[src/rtl/mem_arb_pkg.sv]
// Shared constants and types for the two-port SRAM arbiter.
package mem_arb_pkg;

  localparam logic [1:0] IDLE  = 2'd0;
  localparam logic [1:0] ISSUE = 2'd1;
  localparam logic [1:0] RESP  = 2'd2;

  localparam logic PORT_CPU = 1'b0;
  localparam logic PORT_AUX = 1'b1;

  typedef enum logic [1:0] {
    StIdle  = IDLE,
    StIssue = ISSUE,
    StResp  = RESP
  } arb_state_e;

  // True when any byte-address bit above the SRAM word index is set.
  function automatic logic addr_oor(input logic [31:0] addr, input int unsigned aw);
    return (addr >> (aw + 32'd2)) != 32'd0;
  endfunction

endpackage

[src/rtl/rr_arb2.sv]
// Combinational two-request round-robin picker; the caller owns the priority pointer.
module rr_arb2
  import mem_arb_pkg::*;
(
  input  logic [1:0] req,
  input  logic       prio,
  output logic       gnt_valid,
  output logic       gnt_id
);

  always_comb begin
    gnt_valid = |req;
    gnt_id    = PORT_CPU;
    if (req[1] && (!req[0] || prio == PORT_AUX)) begin
      gnt_id = PORT_AUX;
    end
  end

endmodule

[src/rtl/mem_port_arbiter.sv]
// Shares a one-cycle-latency word SRAM between two native-memory requesters,
// one transaction at a time, with round-robin grant and out-of-range blocking.
module mem_port_arbiter
  import mem_arb_pkg::*;
#(
  parameter int unsigned WORDS = 32,
  localparam int unsigned AW = $clog2(WORDS)
) (
  input  logic          clk,
  input  logic          reset,
  input  logic          p0_valid,
  input  logic [31:0]   p0_addr,
  input  logic [31:0]   p0_wdata,
  input  logic [3:0]    p0_wstrb,
  output logic          p0_ready,
  output logic [31:0]   p0_rdata,
  output logic          p0_err,
  input  logic          p1_valid,
  input  logic [31:0]   p1_addr,
  input  logic [31:0]   p1_wdata,
  input  logic [3:0]    p1_wstrb,
  output logic          p1_ready,
  output logic [31:0]   p1_rdata,
  output logic          p1_err,
  output logic [3:0]    sram_wen,
  output logic [AW-1:0] sram_addr,
  output logic [31:0]   sram_wdata,
  input  logic [31:0]   sram_rdata
);

  arb_state_e state_q;
  logic       gnt_q;
  logic       prio_q;
  logic       oor_q;

  logic        pick_valid;
  logic        pick_id;
  logic [31:0] pick_addr;
  logic [31:0] pick_wdata;
  logic [3:0]  pick_wstrb;
  logic [31:0] gnt_addr;

  rr_arb2 u_rr_arb2 (
    .req       ({p1_valid, p0_valid}),
    .prio      (prio_q),
    .gnt_valid (pick_valid),
    .gnt_id    (pick_id)
  );

  always_comb begin
    pick_addr  = (pick_id == PORT_AUX) ? p1_addr  : p0_addr;
    pick_wdata = (pick_id == PORT_AUX) ? p1_wdata : p0_wdata;
    pick_wstrb = (pick_id == PORT_AUX) ? p1_wstrb : p0_wstrb;
    gnt_addr   = (gnt_q == PORT_AUX)   ? p1_addr  : p0_addr;
  end

  // SRAM-side outputs are loaded on the grant edge so they are valid for the whole ISSUE cycle.
  always_ff @(posedge clk or posedge reset) begin
    if (reset) begin
      state_q    <= StIdle;
      gnt_q      <= PORT_CPU;
      prio_q     <= PORT_CPU;
      oor_q      <= 1'b0;
      sram_wen   <= 4'b0;
      sram_addr  <= '0;
      sram_wdata <= 32'h0;
    end else begin
      case (state_q)
        StIdle: begin
          sram_wen <= 4'b0;
          if (pick_valid) begin
            gnt_q      <= pick_id;
            sram_addr  <= pick_addr[AW+1:2];
            sram_wdata <= pick_wdata;
            sram_wen   <= addr_oor(pick_addr, AW) ? 4'b0 : pick_wstrb;
            state_q    <= StIssue;
          end
        end
        StIssue: begin
          oor_q    <= addr_oor(gnt_addr, AW);
          sram_wen <= 4'b0;
          state_q  <= StResp;
        end
        StResp: begin
          sram_wen <= 4'b0;
          prio_q   <= ~gnt_q;
          state_q  <= StIdle;
        end
        default: begin
          sram_wen <= 4'b0;
          state_q  <= StIdle;
        end
      endcase
    end
  end

  // Response side is a decode of registered state; rdata passes the SRAM's registered word.
  always_comb begin
    p0_ready = (state_q == StResp) && (gnt_q == PORT_CPU);
    p1_ready = (state_q == StResp) && (gnt_q == PORT_AUX);
    p0_err   = p0_ready && oor_q;
    p1_err   = p1_ready && oor_q;
    p0_rdata = (p0_ready && !oor_q) ? sram_rdata : 32'h0;
    p1_rdata = (p1_ready && !oor_q) ? sram_rdata : 32'h0;
  end

endmodule

[config.mk]
export PLATFORM = sky130hd
export DESIGN_NAME = mem_port_arbiter
export DESIGN_NICKNAME = d
export VERILOG_FILES = /design/src/rtl/mem_arb_pkg.sv /design/src/rtl/rr_arb2.sv /design/src/rtl/mem_port_arbiter.sv
export SDC_FILE = /design/constraint.sdc
export NUM_CORES = 1
export LEC_CHECK = 0
export BUFFER_PORTS_ARGS = -buffer_cell sky130_fd_sc_hd__buf_2
export CAP_MARGIN = 40
export CELL_PAD_IN_SITES_DETAIL_PLACEMENT = 0
export CELL_PAD_IN_SITES_GLOBAL_PLACEMENT = 1
export CORE_MARGIN = 10
export CORE_UTILIZATION = 22
export CTS_CLUSTER_SIZE = 10
export DETAILED_ROUTE_END_ITERATION = 16
export GPL_ROUTABILITY_DRIVEN = 0
export PLACE_DENSITY = 0.81
export SETUP_SLACK_MARGIN = 0.3
export SLEW_MARGIN = 5
export SYNTH_ARGS = -nofsm -noshare
export SYNTH_HDL_FRONTEND = slang
export SYNTH_SLANG_ARGS = --single-unit
export TNS_END_PERCENT = 50
[constraint.sdc]
create_clock -name clk -period 1.4 [get_ports clk]
set_input_delay 0 -clock clk [delete_from_list [all_inputs] [get_ports clk]]
set_output_delay 0 -clock clk [all_outputs]
set_load 0.03 [all_outputs]
==> results.yml, run 1 <==
power_and_ir_drop:
  combinationalPowerShare: 0.611
  p_per_area_nw_per_um2: 1520
  leakagePower_nw: 2.99
  swShare: 0.470
  ir_drop_v: 0.000937
  seqPwrFrac: 0.259
  p_sw_mw: 4.33
  power.share.clock: 0.130
  p_int_mw: 4.89
grt:
  grt_pass1_wl_um: 22200
  grt_overflow: 0
  grt_max_degree: 52
  antenna_found_initial: 0
  first_global_vias: 4295
  grt_util_all_layers: 0.163
drt:
  drt_iter0_markers: 183
  wl_per_cell_um: 17.4
  vias: 3880
  drc: 0
  ant_nets: 0
  dr.pass1.iters: 4
  finalWirelength_um: 14700
  viasPerCell: 4.59
placed_design:
  hpwl_um: 10300
  place_ws_ps: -23.5
  placement.io_buffers: 276
timing:
  final_hold_viol_count: 0
  worstMarginPinSlew_ps: 403
  whs_ps: 161
  setup_viol: 65
  slew-limit-headroom: 0.731
  fin_crit_sh: 1.09
  slew_viol_final: 0
  period_minus_slack_ps: 1530
  skew_ps: 4.98
  fmax_mhz: 653
  rsz0062_at_grt: "yes"
  setup_ws_ps: -132
clocking:
  cts_sinks: 46
  cts_tree: "yes"
  cts_made_buffers: 5
  clkSlewWorstSetupHoldPaths_ps: 70
  htree_levels: 2
  clkLatencyLatePin_ps: 290
  cts-root-buf: "clkbuf_16"
  cts_buffer_depth: 2
critical_path:
  path_max_fanout: 8
  end_kind: "output pin"
  r2r_slack_ps: 0
  r2r_end: "sram_wdata[16]"
  critPathArrivalTime_ps: 1530
  startpoint: "oor_q"
  cp.required_ps: 1400
  rr_worst_depth: 7
  critPathLaunchType: "register"
  critPathMaxStageDelay_ps: 470
  crit_slowest_cell: "dfrtp_2"
  critPathKind: "reg -> out"
  r2r-start: "state_q[0]"
  path_cells: "nor3_4, buf_6, buf_16, and2_4, buf_6"
  crit_top_cell: "buf_6"
yosys:
  avgSynthCellArea_um2: 7.98
  synthCells: 334
  synth_ff_type: "dfrtp_1"
  ys_seq_elements: 46
  synth_edf_count: 0
  yosysSeqAreaShare: 0.432
  yosysWarnings: 0
  synth_cell_types: 30
  synth_fp_nets: 506
  syn-cell-area_um2: 2670
  synthArstFlopShare: 1.00
hold_path:
  whs_path_depth: 5
  min_from: "p1_addr[17]"
  hold_class: "in -> reg"
  holdPathEnd: "sram_wen[1]"
outcome:
  failed_checks: "negative setup slack"
  status: "finished with violations"
floorplan:
  coreArea_um2: 12000
  design.portCount: 281
  rows: 40
  die-area_um2: 16900
  fp.dieH_um: 130
  start_util: 0.223
  die_w_um: 130
layout:
  fin_nets: 869
  drive_gt1_frac: 0.585
  nFillCells: 1064
  area_growth_pct: 127
run:
  cap_violations: 0
critical path, delay by kind of cell, from the launching register on:
family	cells	cell delay [ps]
flip-flops	1	470
buffers and inverters	3	410
AND/OR/NAND/NOR	2	360
cell usage after synthesis (all sizes together), types with 3 or more instances:
| library cell | number | share of area |
|---|---|---|
| nand2 | 77 | 0.11 |
| and3 | 3 | 0.0070 |
| inv | 3 | 0.0042 |
| nor3 | 3 | 0.0075 |
| nor4 | 10 | 0.031 |
| clkbuf | 3 | 0.0042 |
| nor2 | 42 | 0.060 |
| nand4 | 8 | 0.019 |
| buf | 20 | 0.044 |
| and2 | 67 | 0.16 |
| dfrtp | 46 | 0.43 |
| a21oi | 4 | 0.0075 |
| a31oi | 37 | 0.087 |
logic make-up after synthesis:
group	after synthesis	share of synthesized area
and+or+nand+nor	217	0.410
DFF	46	0.432
AOI/OAI and AO/OA	45	0.106
buffers and inverters	26	0.0521
power groups by stage:
stage	registers, mW	clock network, mW	logic [mW]
final	2.39	1.19	5.63
after floorplan	3.37	0	2.10
after detailed placement	2.31	0	4.71
after global placement	2.29	0	4.64
after global routing	2.46	1.30	6.03
after CTS	2.38	1.25	5.59
stage by stage:
step | cell area [µm²] | setup TNS, ps | std cells | utilization | total power, mW
finish | 6060 | -7000 | 846 | 0.506 | 9.21
global route | 6050 | -12550 | 845 | 0.506 | 9.78
CTS | 6030 | -9330 | 844 | 0.504 | 9.22
detailed placement | 4400 | -327 | 744 | 0.368 | 7.01
global placement | 4400 | 0 | 744 | 0.368 | 6.93
floorplan | 2840 | 0 | 334 | - | 5.48
sequential cells by signal, summed over array words and instances, names as in the netlist:
signal,count
oor_q,1
prio_q,1
sram_addr,5
sram_wen,4
sram_wdata,32
gnt_q,1
state_q,2
worst max path at each step:
stage	endpoint	slack, ps	cells after the start
after floorplan	p1_rdata[0]	220	4
after global placement	p1_rdata[11]	40	5
after detailed placement	p1_rdata[11]	-20	5
after CTS	p0_rdata[31]	-200	7
after global routing	p0_rdata[29]	-200	7
final	p0_rdata[21]	-130	5
metal layers:
metal	GRT usage	share of wire	up-vias
met5	0	0	-
li1	-	-	1846
met1	0.160	0.35	1819
met4	0.0542	0.022	0
met2	0.318	0.54	193
met3	0.0471	0.090	22
cell usage in the layout (no fill, tap or decap), types with 3 or more instances in the layout:
cell           Yosys  final
nor4_2             3      3
dfrtp_1           46     45
a31oi_1           37     37
inv_2              1      3
nor4_1             7      7
and2_2             0      8
buf_4              4      3
dlygate4sd3_1      0     83
nor2_1            41     20
buf_6              1     72
nand4_1            8      8
and2_4             0     58
and2b_4            1      4
nor2_2             1     21
a21oi_1            4      3
clkbuf_16          0      5
nand2_1           77     75
buf_12             0      7
buf_2             15    209
final cells by class:
type	count	area [µm²]	area share
diodes	1	2.50	0.000413
clock buffers	5	125	0.0207
clock inverters	3	21.3	0.00351
inverters	3	11.3	0.00186
multi-input cells	265	1660	0.273
flip-flops and latches	46	1150	0.190
well taps	147	184	0.0304
repair buffers	376	2910	0.480
timing repair:
| item | in CTS | in global routing |
|---|---|---|
| endpoints found under the setup margin | 110 | 112 |
| hold buffers | 83 | 0 |
| pin swaps | 30 | 23 |
| resized for setup | 182 | 6 |
| setup buffers | 4 | 1 |
| endpoints found under the hold margin | 57 | 0 |
| gates cloned | 5 | 0 |
Note: power is estimated with default switching activity, not from simulation.
==> inputs of run 2 (changes only) <==
Settings changed: RECOVER_POWER set to 25.
==> results.yml, run 2 (synthesis gave the netlist of run 1 again) <==
critical_path:
  critPathArrivalTime_ps: 1530
  crit_top_cell: "buf_6"
  crit_slowest_cell: "dfrtp_1"
  cp_num_buf_inv: 4
  path_depth: 7
  critPathMaxStageDelay_ps: 390
  path_delay_family: "buffers and inverters"
  critPathLaunchType: "register"
  r2r_slack_ps: 0
  cp.required_ps: 1400
  rr_worst_depth: 7
  path_max_fanout: 8
  critPathKind: "reg -> out"
  path_cells: "inv_2, nand2_4, nor3_4, buf_6, buf_16, and2_4, buf_6"
  end_kind: "output pin"
timing:
  skew_ps: 6.01
  fin_crit_sh: 1.09
  slew-limit-headroom: 0.554
  rsz0062_at_grt: "yes"
  fmax_mhz: 654
  final_hold_viol_count: 0
  whs_ps: 159
  setup_ws_ps: -129
  worstMarginPinSlew_ps: 669
  setup_viol: 66
  slew_viol_final: 0
  period_minus_slack_ps: 1530
  setup_tns_ps: -7000
placed_design:
  hpwl_um: 10300
  place_ws_ps: -23.5
  dp.cells: 744
  place_area_um2: 4400
  placement.io_buffers: 276
layout:
  top_register: "sram_wdata"
  postLayoutCellArea_um2: 6030
  final_common_cell: "buf_2"
  largest_reg_flops: 32
  final_cell_mix: "buf_2 (200), dlygate4sd3_1 (83), nand2_1 (75)"
  top_regs: "sram_wdata (32), sram_addr (5), sram_wen (4)"
  drive_gt1_frac: 0.570
  fin_nets: 869
  final_cell_count_no_fill: 846
  area_growth_pct: 126
  postLayoutCoreUtil: 0.504
power_and_ir_drop:
  combinationalPowerShare: 0.610
  total_power_mw: 9.20
  power.share.clock: 0.130
  seqPwrFrac: 0.260
  p_per_area_nw_per_um2: 1520
  ir_drop_v: 0.000937
  leakagePower_nw: 2.96
  swShare: 0.471
  p_int_mw: 4.86
  p_sw_mw: 4.34
clocking:
  cts_buffer_depth: 2
  clkSlewWorstSetupHoldPaths_ps: 70
  clkLatencyLatePin_ps: 290
  cts_made_buffers: 5
  cts-root-buf: "clkbuf_16"
  cts_sinks: 46
  htree_levels: 2
  cts_tree: "yes"
outcome:
  failed_checks: "negative setup slack"
  status: "finished with violations"
drt:
  drt_iter0_markers: 193
  drc: 0
  finalWirelength_um: 14800
  dr.pass1.iters: 4
  ant_nets: 0
  wl_per_cell_um: 17.5
  viasPerCell: 4.61
  vias: 3901
grt:
  first_global_vias: 4295
  antenna_found_initial: 0
  grt_util_all_layers: 0.163
  grt_overflow: 0
  grt_max_degree: 52
  grt_pass1_wl_um: 22200
hold_path:
  whs_path_depth: 5
  hold_class: "in -> reg"
floorplan:
  design.portCount: 281
  coreArea_um2: 12000
  start_util: 0.223
  rows: 40
  die_w_um: 130
  fp.dieH_um: 130
  die-area_um2: 16900
run:
  cap_violations: 0
[run 2: cell type report]
type	instances	area (µm²)
tap	147	184
clock buffer	5	125
fill	1072	5930
antenna	1	2.50
inverter	3	11.3
multi-input combinational	265	1660
sequential	46	1150
timing repair buffer	376	2880
clock inverter	3	21.3
[run 2: what timing repair did]
action,4_1_cts,5_1_grt
buffers inserted,4,1
pin swaps,30,23
resized for setup,182,6
hold buffers,83,0
setup endpoints to repair,110,112
endpoints found under the hold margin,57,0
gates cloned,5,0
[run 2: worst register-to-register path: cells and delay by family, from the launching register on]
family | cells | cell delay (ps)
buffers and inverters | 3 | 510
flip-flops | 1 | 390
AND/OR/NAND/NOR | 2 | 180
AO/OA/AOI/OAI | 2 | 230
[run 2: power by group through the flow]
stage                     clock, mW  sequential (mW)  combinational, mW
after CTS                      1.25             2.38               5.59
after floorplan                   0             3.37               2.10
after detailed placement          0             2.31               4.71
after global routing           1.30             2.46               6.00
final                          1.19             2.39               5.61
after global placement            0             2.29               4.64
[run 2: worst paths after layout]
kind,startpoint,to
max,state_q[0],p0_rdata[21]
min,p1_addr[17],sram_wen[1]
max reg2reg,state_q[0],sram_wdata[16]
min reg2reg,prio_q,prio_q
max in group asynchronous,reset,oor_q
min in group asynchronous,reset,sram_wdata[17]
[run 2: metal layers]
layer / track usage / vias to the layer above / wire [µm]
li1: - / 1843 / -
met1: 0.160 / 1828 / 5180
met2: 0.318 / 204 / 7970
met3: 0.0471 / 26 / 1300
met4: 0.0542 / 0 / 336
met5: 0 / - / 0
